==> src/rtl/localbus_arbiter.sv <==
// localbus_arbiter: two-master round-robin arbiter with grant lock in front of localbus.
// Read data is steered back to the issuing master after the fixed slave read latency.
// Build macro LBARB_LOCK_TIMEOUT_EN bounds consecutive locked grants to LOCK_MAX
// when the other master is waiting; without it locks are honoured indefinitely.
module localbus_arbiter #(
    parameter int unsigned XLEN     = 32,
    parameter int unsigned RD_LAT   = 1,
    parameter int unsigned LOCK_MAX = 64
) (
    input  logic            clk,
    input  logic            rst_n,
    input  logic            m0_req,
    input  logic            m0_lock,
    input  logic [XLEN-1:0] m0_addr,
    input  logic [XLEN-1:0] m0_wdata,
    input  logic [3:0]      m0_we,
    output logic            m0_gnt,
    output logic            m0_rvalid,
    output logic [XLEN-1:0] m0_rdata,
    input  logic            m1_req,
    input  logic            m1_lock,
    input  logic [XLEN-1:0] m1_addr,
    input  logic [XLEN-1:0] m1_wdata,
    input  logic [3:0]      m1_we,
    output logic            m1_gnt,
    output logic            m1_rvalid,
    output logic [XLEN-1:0] m1_rdata,
    output logic [XLEN-1:0] addr,
    output logic [XLEN-1:0] qin,
    output logic [3:0]      we,
    input  logic [XLEN-1:0] qout,
    output logic            lock_tmo
);

    if (RD_LAT < 1 || RD_LAT > 4 || LOCK_MAX < 1) begin : g_param_check
        $error("localbus_arbiter: RD_LAT must be 1..4 and LOCK_MAX must be >= 1");
    end

    typedef enum logic [1:0] {
        StIdle = 2'd0,
        StOwn0 = 2'd1,
        StOwn1 = 2'd2
    } state_e;

    state_e            state_q, state_d;
    logic              rr_last_q, rr_last_d;
    logic              tmo_hit;

    // Read-return pipe: one slot per cycle of slave latency, id 1 means master 1.
    logic [RD_LAT-1:0] pipe_vld_q, pipe_vld_d;
    logic [RD_LAT-1:0] pipe_id_q, pipe_id_d;
    logic              rd_push;
    logic              tail_vld;
    logic              tail_id;

    logic              m0_rvalid_q, m0_rvalid_d;
    logic              m1_rvalid_q, m1_rvalid_d;
    logic [XLEN-1:0]   m0_rdata_q, m0_rdata_d;
    logic [XLEN-1:0]   m1_rdata_q, m1_rdata_d;

`ifdef LBARB_LOCK_TIMEOUT_EN
    localparam int unsigned CntW = $clog2(LOCK_MAX + 1);
    localparam logic [CntW-1:0] CntMax = CntW'(LOCK_MAX - 1);

    logic [CntW-1:0]   lock_cnt_q, lock_cnt_d;
    logic              lock_tmo_q, lock_tmo_d;
    logic              own_act;
    logic              forced;

    assign tmo_hit = (lock_cnt_q == CntMax);
    // Grant served from an owned state this cycle.
    assign own_act = rst_n && ((state_q == StOwn0 && m0_req) || (state_q == StOwn1 && m1_req));
    // Owner loses the grant to a waiting master once the lock budget is spent.
    assign forced  = own_act && tmo_hit && ((state_q == StOwn0) ? m1_req : m0_req);
    assign lock_tmo = lock_tmo_q;

    // Lock budget counter: counts owned grants, saturating; any other cycle restarts it.
    always_comb begin
        lock_cnt_d = '0;
        lock_tmo_d = lock_tmo_q | forced;
        if (own_act && !forced) begin
            lock_cnt_d = tmo_hit ? lock_cnt_q : lock_cnt_q + 1'b1;
        end
    end

    // Lock budget state.
    always_ff @(posedge clk) begin
        if (!rst_n) begin
            lock_cnt_q <= '0;
            lock_tmo_q <= 1'b0;
        end else begin
            lock_cnt_q <= lock_cnt_d;
            lock_tmo_q <= lock_tmo_d;
        end
    end
`else
    assign tmo_hit  = 1'b0;
    assign lock_tmo = 1'b0;
`endif

    // Zero-latency grant decision; nothing is granted while reset is asserted.
    always_comb begin
        m0_gnt = 1'b0;
        m1_gnt = 1'b0;
        if (rst_n) begin
            if (state_q == StOwn0 && m0_req) begin
                if (tmo_hit && m1_req) m1_gnt = 1'b1;
                else                   m0_gnt = 1'b1;
            end else if (state_q == StOwn1 && m1_req) begin
                if (tmo_hit && m0_req) m0_gnt = 1'b1;
                else                   m1_gnt = 1'b1;
            end else if (m0_req && m1_req) begin
                // Tie goes to the master that did not win last time.
                m0_gnt = rr_last_q;
                m1_gnt = ~rr_last_q;
            end else begin
                m0_gnt = m0_req;
                m1_gnt = m1_req;
            end
        end
    end

    // Next arbitration state, slave-port mux and read-pipe push.
    always_comb begin
        state_d   = StIdle;
        rr_last_d = rr_last_q;
        addr      = '0;
        qin       = '0;
        we        = 4'h0;
        rd_push   = 1'b0;
        if (m0_gnt) begin
            rr_last_d = 1'b0;
            state_d   = m0_lock ? StOwn0 : StIdle;
            addr      = m0_addr;
            qin       = m0_wdata;
            we        = m0_we;
            rd_push   = (m0_we == 4'h0);
        end else if (m1_gnt) begin
            rr_last_d = 1'b1;
            state_d   = m1_lock ? StOwn1 : StIdle;
            addr      = m1_addr;
            qin       = m1_wdata;
            we        = m1_we;
            rd_push   = (m1_we == 4'h0);
        end
    end

    if (RD_LAT == 1) begin : g_pipe_one
        assign pipe_vld_d = rd_push;
        assign pipe_id_d  = m1_gnt;
    end else begin : g_pipe_deep
        assign pipe_vld_d = {pipe_vld_q[RD_LAT-2:0], rd_push};
        assign pipe_id_d  = {pipe_id_q[RD_LAT-2:0], m1_gnt};
    end

    assign tail_vld = pipe_vld_q[RD_LAT-1];
    assign tail_id  = pipe_id_q[RD_LAT-1];

    // At the pipe tail qout belongs to the recorded master; capture it there.
    always_comb begin
        m0_rvalid_d = tail_vld && !tail_id;
        m1_rvalid_d = tail_vld && tail_id;
        m0_rdata_d  = m0_rvalid_d ? qout : m0_rdata_q;
        m1_rdata_d  = m1_rvalid_d ? qout : m1_rdata_q;
    end

    // Arbitration and read-return state; reset drops any in-flight returns.
    always_ff @(posedge clk) begin
        if (!rst_n) begin
            state_q     <= StIdle;
            rr_last_q   <= 1'b1;
            pipe_vld_q  <= '0;
            pipe_id_q   <= '0;
            m0_rvalid_q <= 1'b0;
            m1_rvalid_q <= 1'b0;
            m0_rdata_q  <= '0;
            m1_rdata_q  <= '0;
        end else begin
            state_q     <= state_d;
            rr_last_q   <= rr_last_d;
            pipe_vld_q  <= pipe_vld_d;
            pipe_id_q   <= pipe_id_d;
            m0_rvalid_q <= m0_rvalid_d;
            m1_rvalid_q <= m1_rvalid_d;
            m0_rdata_q  <= m0_rdata_d;
            m1_rdata_q  <= m1_rdata_d;
        end
    end

    assign m0_rvalid = m0_rvalid_q;
    assign m1_rvalid = m1_rvalid_q;
    assign m0_rdata  = m0_rdata_q;
    assign m1_rdata  = m1_rdata_q;

endmodule

==> config.mk <==
export PLATFORM = sky130hd
export DESIGN_NAME = localbus_arbiter
export DESIGN_NICKNAME = d
export VERILOG_FILES = /design/src/rtl/localbus_arbiter.sv
export SDC_FILE = /design/constraint.sdc
export NUM_CORES = 1
export LEC_CHECK = 0
export ABC_CLOCK_PERIOD_IN_PS = 3200
export CORE_AREA = 2 2 121 123
export CTS_CLUSTER_SIZE = 8
export DETAILED_ROUTE_END_ITERATION = 8
export DIE_AREA = 0 0 123 125
export HOLD_SLACK_MARGIN = 0.02
export PLACE_DENSITY_LB_ADDON = 0.1
export SYNTH_ARGS = -nofsm -noshare
export SYNTH_HDL_FRONTEND = slang
export SYNTH_SLANG_ARGS = --single-unit
==> constraint.sdc <==
create_clock -name clk -period 3.2 [get_ports clk]
set_input_delay 0.64 -clock clk [delete_from_list [all_inputs] [get_ports clk]]
set_output_delay 0.64 -clock clk [all_outputs]
set_load 0.05 [all_outputs]
After elaboration in Yosys (flattened, before gate mapping)
Index checks and enable logic that the tools add are counted.
{"block": "word_totals", "regBits": 71, "out_inout_bits": 137}
{"block": "classes", "eq_ne": 2, "n_mux": 22, "bitwise": 1, "reduce_logical": 9}
{"operator": "$mux 32", "count": 4}
{"operator": "$mux 1", "count": 13}
{"operator": "$logic_not 4->1", "count": 2}
{"operator": "$mux 4", "count": 2}
{"operator": "$mux 2", "count": 3}
{"operator": "$logic_and 1x1->1", "count": 5}
{"operator": "$eq 2x1->1 const B", "count": 1}
{"operator": "$eq 2x2->1 const B", "count": 1}
{"operator": "$reduce_bool 2->1", "count": 1}
{"operator": "$logic_not 1->1", "count": 1}
{"operator": "$not 1->1", "count": 1}

Logic depth before layout (Yosys ltp)
Gate-level depths: netlist of run 1.
{"block": "depth", "ltp_word": 7, "ltp_mapped": 5}

Worst setup path before layout of run 1
OpenSTA, ideal clock, no wires.
{"block": "synth_path", "kind": "input -> output", "start": "input m1_req", "end": "output addr[22]", "t_arrival_ns": 1.931, "required_ns": 2.560, "slack_ns": 0.629, "path_stages": 4, "path_buffers": 1, "cell_sequence": "nor2b_4 a221oi_4 buf_6 a22o_1"}
{"block": "synth_via", "word_cells_on_any_way": 12, "cone_classes": "mux: 10; reduce/logical: 2"}
{"element": "from (decl)", "line": "20", "rtl": "input logic m1_req,"}
{"element": "$logic_and 1x1->1", "line": "112", "rtl": "end else if (m0_req && m1_req) begin"}
{"element": "$mux 1", "line": "112"}
{"element": "$mux 1 (*)", "line": "109", "rtl": "end else if (state_q == StOwn1 && m1_req) begin"}
{"element": "$mux 1 (*)", "line": "106", "rtl": "if (state_q == StOwn0 && m0_req) begin"}
{"element": "$mux 1 (*)", "line": "105", "rtl": "if (rst_n) begin"}
{"element": "named net m0_gnt", "line": "17", "rtl": "output logic m0_gnt,"}
{"element": "$mux 32 (*)", "line": "131", "rtl": "if (m0_gnt) begin"}
{"element": "to (decl)", "line": "28", "rtl": "output logic [XLEN-1:0] addr,"}
The timed path passes the listed nets; every way through them passes the cells marked *.

Final worst setup path of run 1
{"block": "layout_path", "start": "input m1_req", "end": "output qin[25]"}
{"block": "layout_via", "elab_chain_cells": 7, "word_cells_on_any_way": 12, "cone_classes": "mux: 10; reduce/logical: 2"}
{"element": "$logic_and 1x1->1", "line": "112"}
{"element": "$mux 1", "line": "112"}
{"element": "$mux 1", "line": "109"}
{"element": "$mux 1", "line": "106"}
{"element": "$mux 1", "line": "105"}
{"element": "$mux 32", "line": "138", "rtl": "end else if (m1_gnt) begin"}
{"element": "$mux 32 (*)", "line": "131"}
{"element": "to (decl)", "line": "29", "rtl": "output logic [XLEN-1:0] qin,"}
Mark *: on every way between the ends. The rest lies on a longest branch, timed or not.

==> results of run 1 <==
==> sequential cells by signal, indices dropped and copies added, names as in the netlist <==
signal / flops
m1_rdata: 32
m0_rvalid: 1
m1_rvalid: 1
m0_rdata: 32
rr_last_q: 1
state_q: 2
pipe_id_q: 1
pipe_vld_q: 1
==> Yosys cell counts, types with 2 or more instances <==
cell | number | area share
a21boi_0 | 62 | 0.14
a21boi_1 | 2 | 0.0044
a22o_1 | 69 | 0.18
and2_1 | 5 | 0.0093
buf_2 | 12 | 0.018
buf_6 | 7 | 0.023
clkbuf_1 | 16 | 0.018
dfxtp_1 | 71 | 0.42
nand2_1 | 131 | 0.15
nor4_1 | 2 | 0.0037
o221a_2 | 2 | 0.0067
==> worst max path at each step <==
stage                    end  cells past startpoint   start
finish               qin[25]                      6  m1_req
global placement     qin[14]                      6  m1_req
floorplan           addr[22]                      4  m1_req
detailed placement   qin[25]                      6  m1_req
CTS                  qin[25]                      6  m1_req
global route         qin[14]                      6  m1_req
==> worst register-to-register path, stage by stage (launching register included) <==
cell	delay [ns]
dfxtp_1	0.38
and2_1	0.76
buf_4	0.33
nand2_1	0.07
a21boi_0	0.18
==> metrics by stage <==
step / utilization / hold slack [ns] / area, µm² / power (W) / instances
after floorplan: - / 0.510 / 3370 / 0.00131 / 393
after global placement: 0.512 / 0.443 / 7280 / 0.00187 / 858
after detailed placement: 0.512 / 0.448 / 7280 / 0.00187 / 858
after CTS: 0.532 / 0.457 / 7560 / 0.00281 / 874
after global routing: 0.532 / 0.476 / 7560 / 0.00288 / 875
final: 0.533 / 0.453 / 7560 / 0.00278 / 877
==> area by class of cell <==
| cell class | instances | area (µm²) | area share |
|---|---|---|---|
| inverters | 1 | 3.75 | 0.000496 |
| clock buffers | 13 | 260 | 0.0344 |
| clock inverters | 3 | 17.5 | 0.00232 |
| well taps | 184 | 230 | 0.0304 |
| flip-flops and latches | 71 | 1420 | 0.188 |
| multi-input cells | 284 | 1740 | 0.230 |
| diodes | 3 | 7.51 | 0.000993 |
| repair buffers | 318 | 3880 | 0.513 |
==> per-layer routing <==
layer / part of all wire / wire length, µm / vias to the layer above / GRT usage
met5: 0 / 0 / - / 0
met3: 0.081 / 1340 / 14 / 0.0666
met4: 0.016 / 270 / 0 / 0.0602
met1: 0.39 / 6460 / 1835 / 0.246
met2: 0.51 / 8530 / 165 / 0.374
li1: - / - / 1965 / -
==> power breakdown <==
| group | total, W | internal [W] | switching [W] |
|---|---|---|---|
| clock network | 0.000924 | 0.000564 | 0.000359 |
| logic | 0.000952 | 0.000506 | 0.000447 |
| registers | 0.000899 | 0.000893 | 0.00000599 |
==> cell families after synthesis <==
logic type / synth area share
DFF: 0.421
buffers and inverters: 0.0634
other: 0.00111
AOI/OAI and AO/OA: 0.341
and+or+nand+nor: 0.174
==> reports/metrics.yaml, run 1 <==
timing.rr.start: "pipe_id_q"
fillCellCount: 1288
hp-start: "m1_rdata[22]"
io_pins: 311
cp_data_arrival_time_ns: 2.35
yosys_warnings: 0
firstDrtPassIters: 4
slew_violations: 0
die_h_um: 125
cpLargestDelayFamily: "buffers and inverters"
clock_sinks: 71
synth_area_mm2: 0.00337
place.port_buffers: 309
clk-insertion-delay-late_ns: 0.33
syn-num-nets: 567
cts_resized: 0
cp_slowest_cell: "clkdlybuf4s50_1"
cts_tree: "done"
fin_setup_tns_ns: 0
synth_area_per_cell_um2: 8.59
final_common_cell: "clkdlybuf4s50_1"
worstSetupStartpointType: "input pin"
hold_viol: 0
crit_chain: "clkdlybuf4s50_1 > nor2b_4 > a221oi_4 > buf_12 > a22o_1 > buf_12"
outcome: "finished clean"
cts_hold_buf: 0
routed_wl_mm: 16.6
netlist_instances: 393
cp_common_cell: "buf_12"
worst_pin_slew_ns: 0.918
numCtsBuffers: 9
cts_setup_buffers: 0
min_to: "m1_rdata[22]"
grt_pass1_vias: 4087
r2r_setup_slack_ns: 1.41
clock_tree.htree_level_count: 3
skew_ns: 0.00437
antenna_found_initial: 2
gp_congestion: 0.886
slowest_delay_ns: 0.50
path_max_fanout: 55
p_per_area_mw_per_mm2: 367
path_buf_inv: 3
setup_ws_ns: 0.206
synth_ff_type: "dfxtp_1"
min_period_over_period: 0.936
drv_cap: 0
dieArea_mm2: 0.0154
ant_nets: 0
wl_per_cell_um: 18.9
cts_root_buf: "clkbuf_16"
core_mm2: 0.0142
reg2reg_depth: 4
synth_seq_cells: 71
slew_headroom: 0.388
via_count: 3979
fmax_mhz: 334
peakVddDrop_mv: 0.247
mostFrequentLayoutCells: "238 x clkdlybuf4s50_1, 131 x nand2_1, 72 x buf_12, 71 x dfxtp_1, 69 x a22o_1"
setup_viol: 0
clk_pin_slew_ns: 0.05
grt_max_degree: 67
nets: 859
leakagePower_nw: 2.75
clk_path_buf_depth: 2
critPathKind: "input pin to primary output"
worstPathRequired_ns: 2.56
grt-ovfl-total: 0
drive_gt1_frac: 0.146
viasPerCell: 4.54
synth-seq-area-share: 0.421
grt_pass1_wl_mm: 24.4
period_needed_ns: 2.99
fp.dieW_um: 123
initial_core_util: 0.238
ys_types: 25
synthArstFlopShare: 0
whs_path_depth: 2
grt_usage: 0.213
row_count: 44
r2r-end: "m1_rdata[21]"
endpoint_kind: "primary output"
drt_iter0_markers: 238
synth_edf_count: 0
pre_cts_slack_ns: 0.223
rsz0062_at_grt: "false"
dp_hpwl_mm: 13.2
drc: 0
hold_path.class: "flip-flop to flip-flop"
area_growth_pct: 124
Power figures use the tool's default switching activity.
==> run 2, diff against run 1 <==
- HOLD_SLACK_MARGIN: 0.02 -> unset
==> results of run 2 <==
No change in the layout: final DEF, timing and power equal those of run 1.
==> run 3, diff against run 2 <==
- CELL_PAD_IN_SITES_DETAIL_PLACEMENT: unset -> 1
- CELL_PAD_IN_SITES_GLOBAL_PLACEMENT: unset -> 1
- CORE_AREA: 2 2 121 123 -> unset
- CORE_MARGIN: unset -> 2
- CORE_UTILIZATION: unset -> 22
- DIE_AREA: 0 0 123 125 -> unset
==> run 3 against run 2 <==
Effect of this change:
- sequential power barely moved
- critical endpoint is now qin[10]
- largest cell class unchanged
- sequential share of layout area barely moved
- final cell count rose by 0.11%
- combinational power rose by 0.7%
- cell area rose by 0.15%
- fmax fell by 1.1%
- count of clock-buffer cells in the layout fell by 3
- clock skew rose by 0.0068 ns
==> reports/metrics.yaml, run 3 (synthesis gave the netlist of run 1 again) <==
outcome: "finished clean"  # unchanged
io_pins: 311  # unchanged
drc: 0  # unchanged
slew_violations: 0  # unchanged
worst_pin_slew_ns: 0.905  # was 0.918 ns
r2r-end: "m1_rdata[0]"  # was m1_rdata[21]
reg2reg_depth: 4  # unchanged
leakagePower_nw: 2.75  # about the same
p_per_area_mw_per_mm2: 366  # was 367 mW/mm²
cts_resized: 0  # unchanged
final_common_cell: "clkdlybuf4s50_1"  # unchanged
p_int_w: 0.00193  # was 0.00196 W
holdWs_ns: 0.456  # was 0.453 ns
grt-ovfl-total: 0  # unchanged
cts_root_buf: "clkbuf_16"  # unchanged
ant_nets: 0  # unchanged
grt_usage: 0.207  # was 0.213
area_growth_pct: 124  # about the same
core_mm2: 0.0151  # was 0.0142 mm²
period_needed_ns: 3.03  # was 2.99 ns
power_frac_seq: 0.325  # was 0.324
via_count: 4073  # was 3,979
switchingPower_w: 0.000842  # was 0.000812 W
worstPathRequired_ns: 2.56  # about the same
critPathCapture: "qin[10]"  # was qin[25]
cp_data_arrival_time_ns: 2.39  # was 2.35 ns
dieArea_mm2: 0.0163  # was 0.0154 mm²
antenna_found_initial: 0  # was 2
cts_setup_buffers: 0  # unchanged
die_h_um: 128  # was 125 µm
drt_iter0_markers: 167  # was 238
clk-insertion-delay-late_ns: 0.32  # was 0.33 ns
grt_max_degree: 67  # unchanged
switching_share: 0.304  # was 0.293
drv_cap: 0  # unchanged
skew_ns: 0.0112  # was 0.00437 ns
rsz0062_at_grt: "false"  # unchanged
setup_viol: 0  # unchanged
numCtsBuffers: 9  # unchanged
hold_viol: 0  # unchanged
p_comb_frac: 0.346  # was 0.343
viasPerCell: 4.64  # was 4.54
clk_path_buf_depth: 2  # unchanged
grt_pass1_wl_mm: 25.6  # was 24.4 mm
endpoint_kind: "primary output"  # unchanged
worstSetupStartpointType: "input pin"  # unchanged
cts_hold_buf: 0  # unchanged
slew_headroom: 0.395  # was 0.388
row_count: 45  # was 44
initial_core_util: 0.224  # was 0.238
clock_sinks: 71  # unchanged
fp.dieW_um: 128  # was 123 µm
peakVddDrop_mv: 0.253  # was 0.247 mV
clock_tree.htree_level_count: 3  # unchanged
firstDrtPassIters: 4  # unchanged
cp-startpoint: "m1_req"  # unchanged
path_max_fanout: 53  # was 55
mostFrequentLayoutCells: "238 x clkdlybuf4s50_1, 131 x nand2_1, 73 x buf_12, 71 x dfxtp_1, 69 x a22o_1"  # was 238 x clkdlybuf4s50_1, 131 x nand2_1, 72 x buf_12, 71 x dfxtp_1, 69 x a22o_1
r2r_setup_slack_ns: 1.42  # was 1.41 ns
critPathKind: "input pin to primary output"  # unchanged
min_period_over_period: 0.946  # was 0.936
drive_gt1_frac: 0.148  # was 0.146
wl_per_cell_um: 19.8  # was 18.9 µm
routed_wl_mm: 17.4  # was 16.6 mm
grt_pass1_vias: 4298  # was 4,087
fin_setup_tns_ns: 0  # unchanged
gp_congestion: 0.799  # was 0.886
diodes: 0  # was 3
hold_path.class: "flip-flop to flip-flop"  # unchanged
dp_hpwl_mm: 14.0  # was 13.2 mm
power_frac_clock: 0.329  # was 0.333
cts_tree: "done"  # unchanged
clk_pin_slew_ns: 0.06  # was 0.05 ns
nets: 859  # unchanged
timing.rr.start: "pipe_id_q"  # unchanged
place.port_buffers: 309  # unchanged
fmax_mhz: 330  # was 334 MHz
## run 3: changes by cell type in the layout (fill, tap and decap cells not counted)
cell	change
nor2b_4	+1
clkinvlp_4	+2
clkbuf_1	-1
inv_6	+1
nor2b_2	-1
buf_4	-1
buf_12	+1
diode_2	-3
clkbuf_8	-2
clkinv_4	+1
clkinv_2	-1
## run 3: worst min-delay path by stage
stage / cells after the start / slack, ns / start / endpoint
global placement: 2 / 0.44 / m1_rdata[22] / m1_rdata[22]
CTS: 2 / 0.46 / m1_rdata[26] / m1_rdata[26]
detailed placement: 2 / 0.45 / m1_rdata[26] / m1_rdata[26]
finish: 2 / 0.46 / m1_rdata[22] / m1_rdata[22]
floorplan: 1 / 0.51 / pipe_vld_q / m1_rvalid
global route: 2 / 0.49 / m0_rdata[8] / m0_rdata[8]
## run 3: worst max-delay path, stage by stage
cell and delay (ns):
clkdlybuf4s50_1 0.50, nor2b_4 0.18, a221oi_4 0.34, buf_12 0.30
a22o_1 0.26, buf_12 0.15
## run 3: area by class of cell
cell class / count / area, µm²
tap: 188 / 235
inverter: 1 / 3.75
multi-input combinational: 284 / 1750
clock inverter: 6 / 45.0
timing repair buffer: 318 / 3890
sequential: 71 / 1420
clock buffer: 10 / 229
fill: 1656 / 7510
## run 3: routing by layer
metal / up-vias / global-route usage / part of all wire
li1: 1954 / - / -
met1: 1941 / 0.239 / 0.39
met2: 162 / 0.377 / 0.53
met3: 16 / 0.0526 / 0.061
met4: 0 / 0.0595 / 0.018
met5: - / 0 / 0
## run 3: metrics by stage
stage / cells / worst slack, ns / power (W) / area [µm²] / util
floorplan: 393 / 0.629 / 0.00131 / 3370 / -
global placement: 862 / 0.243 / 0.00187 / 7300 / 0.484
detailed placement: 862 / 0.183 / 0.00188 / 7300 / 0.484
CTS: 878 / 0.171 / 0.00281 / 7570 / 0.502
global route: 878 / 0.0819 / 0.00288 / 7570 / 0.502
finish: 878 / 0.172 / 0.00277 / 7570 / 0.502
## run 3: power by group through the flow
stage                     Combinational, W  Sequential (W)  Clock [W]
after CTS                         0.000966        0.000899   0.000945
after detailed placement          0.000963        0.000919          0
after global placement            0.000955        0.000918          0
after floorplan                   0.000373        0.000937          0
after global routing              0.000995        0.000900   0.000989
final                             0.000959        0.000899   0.000912
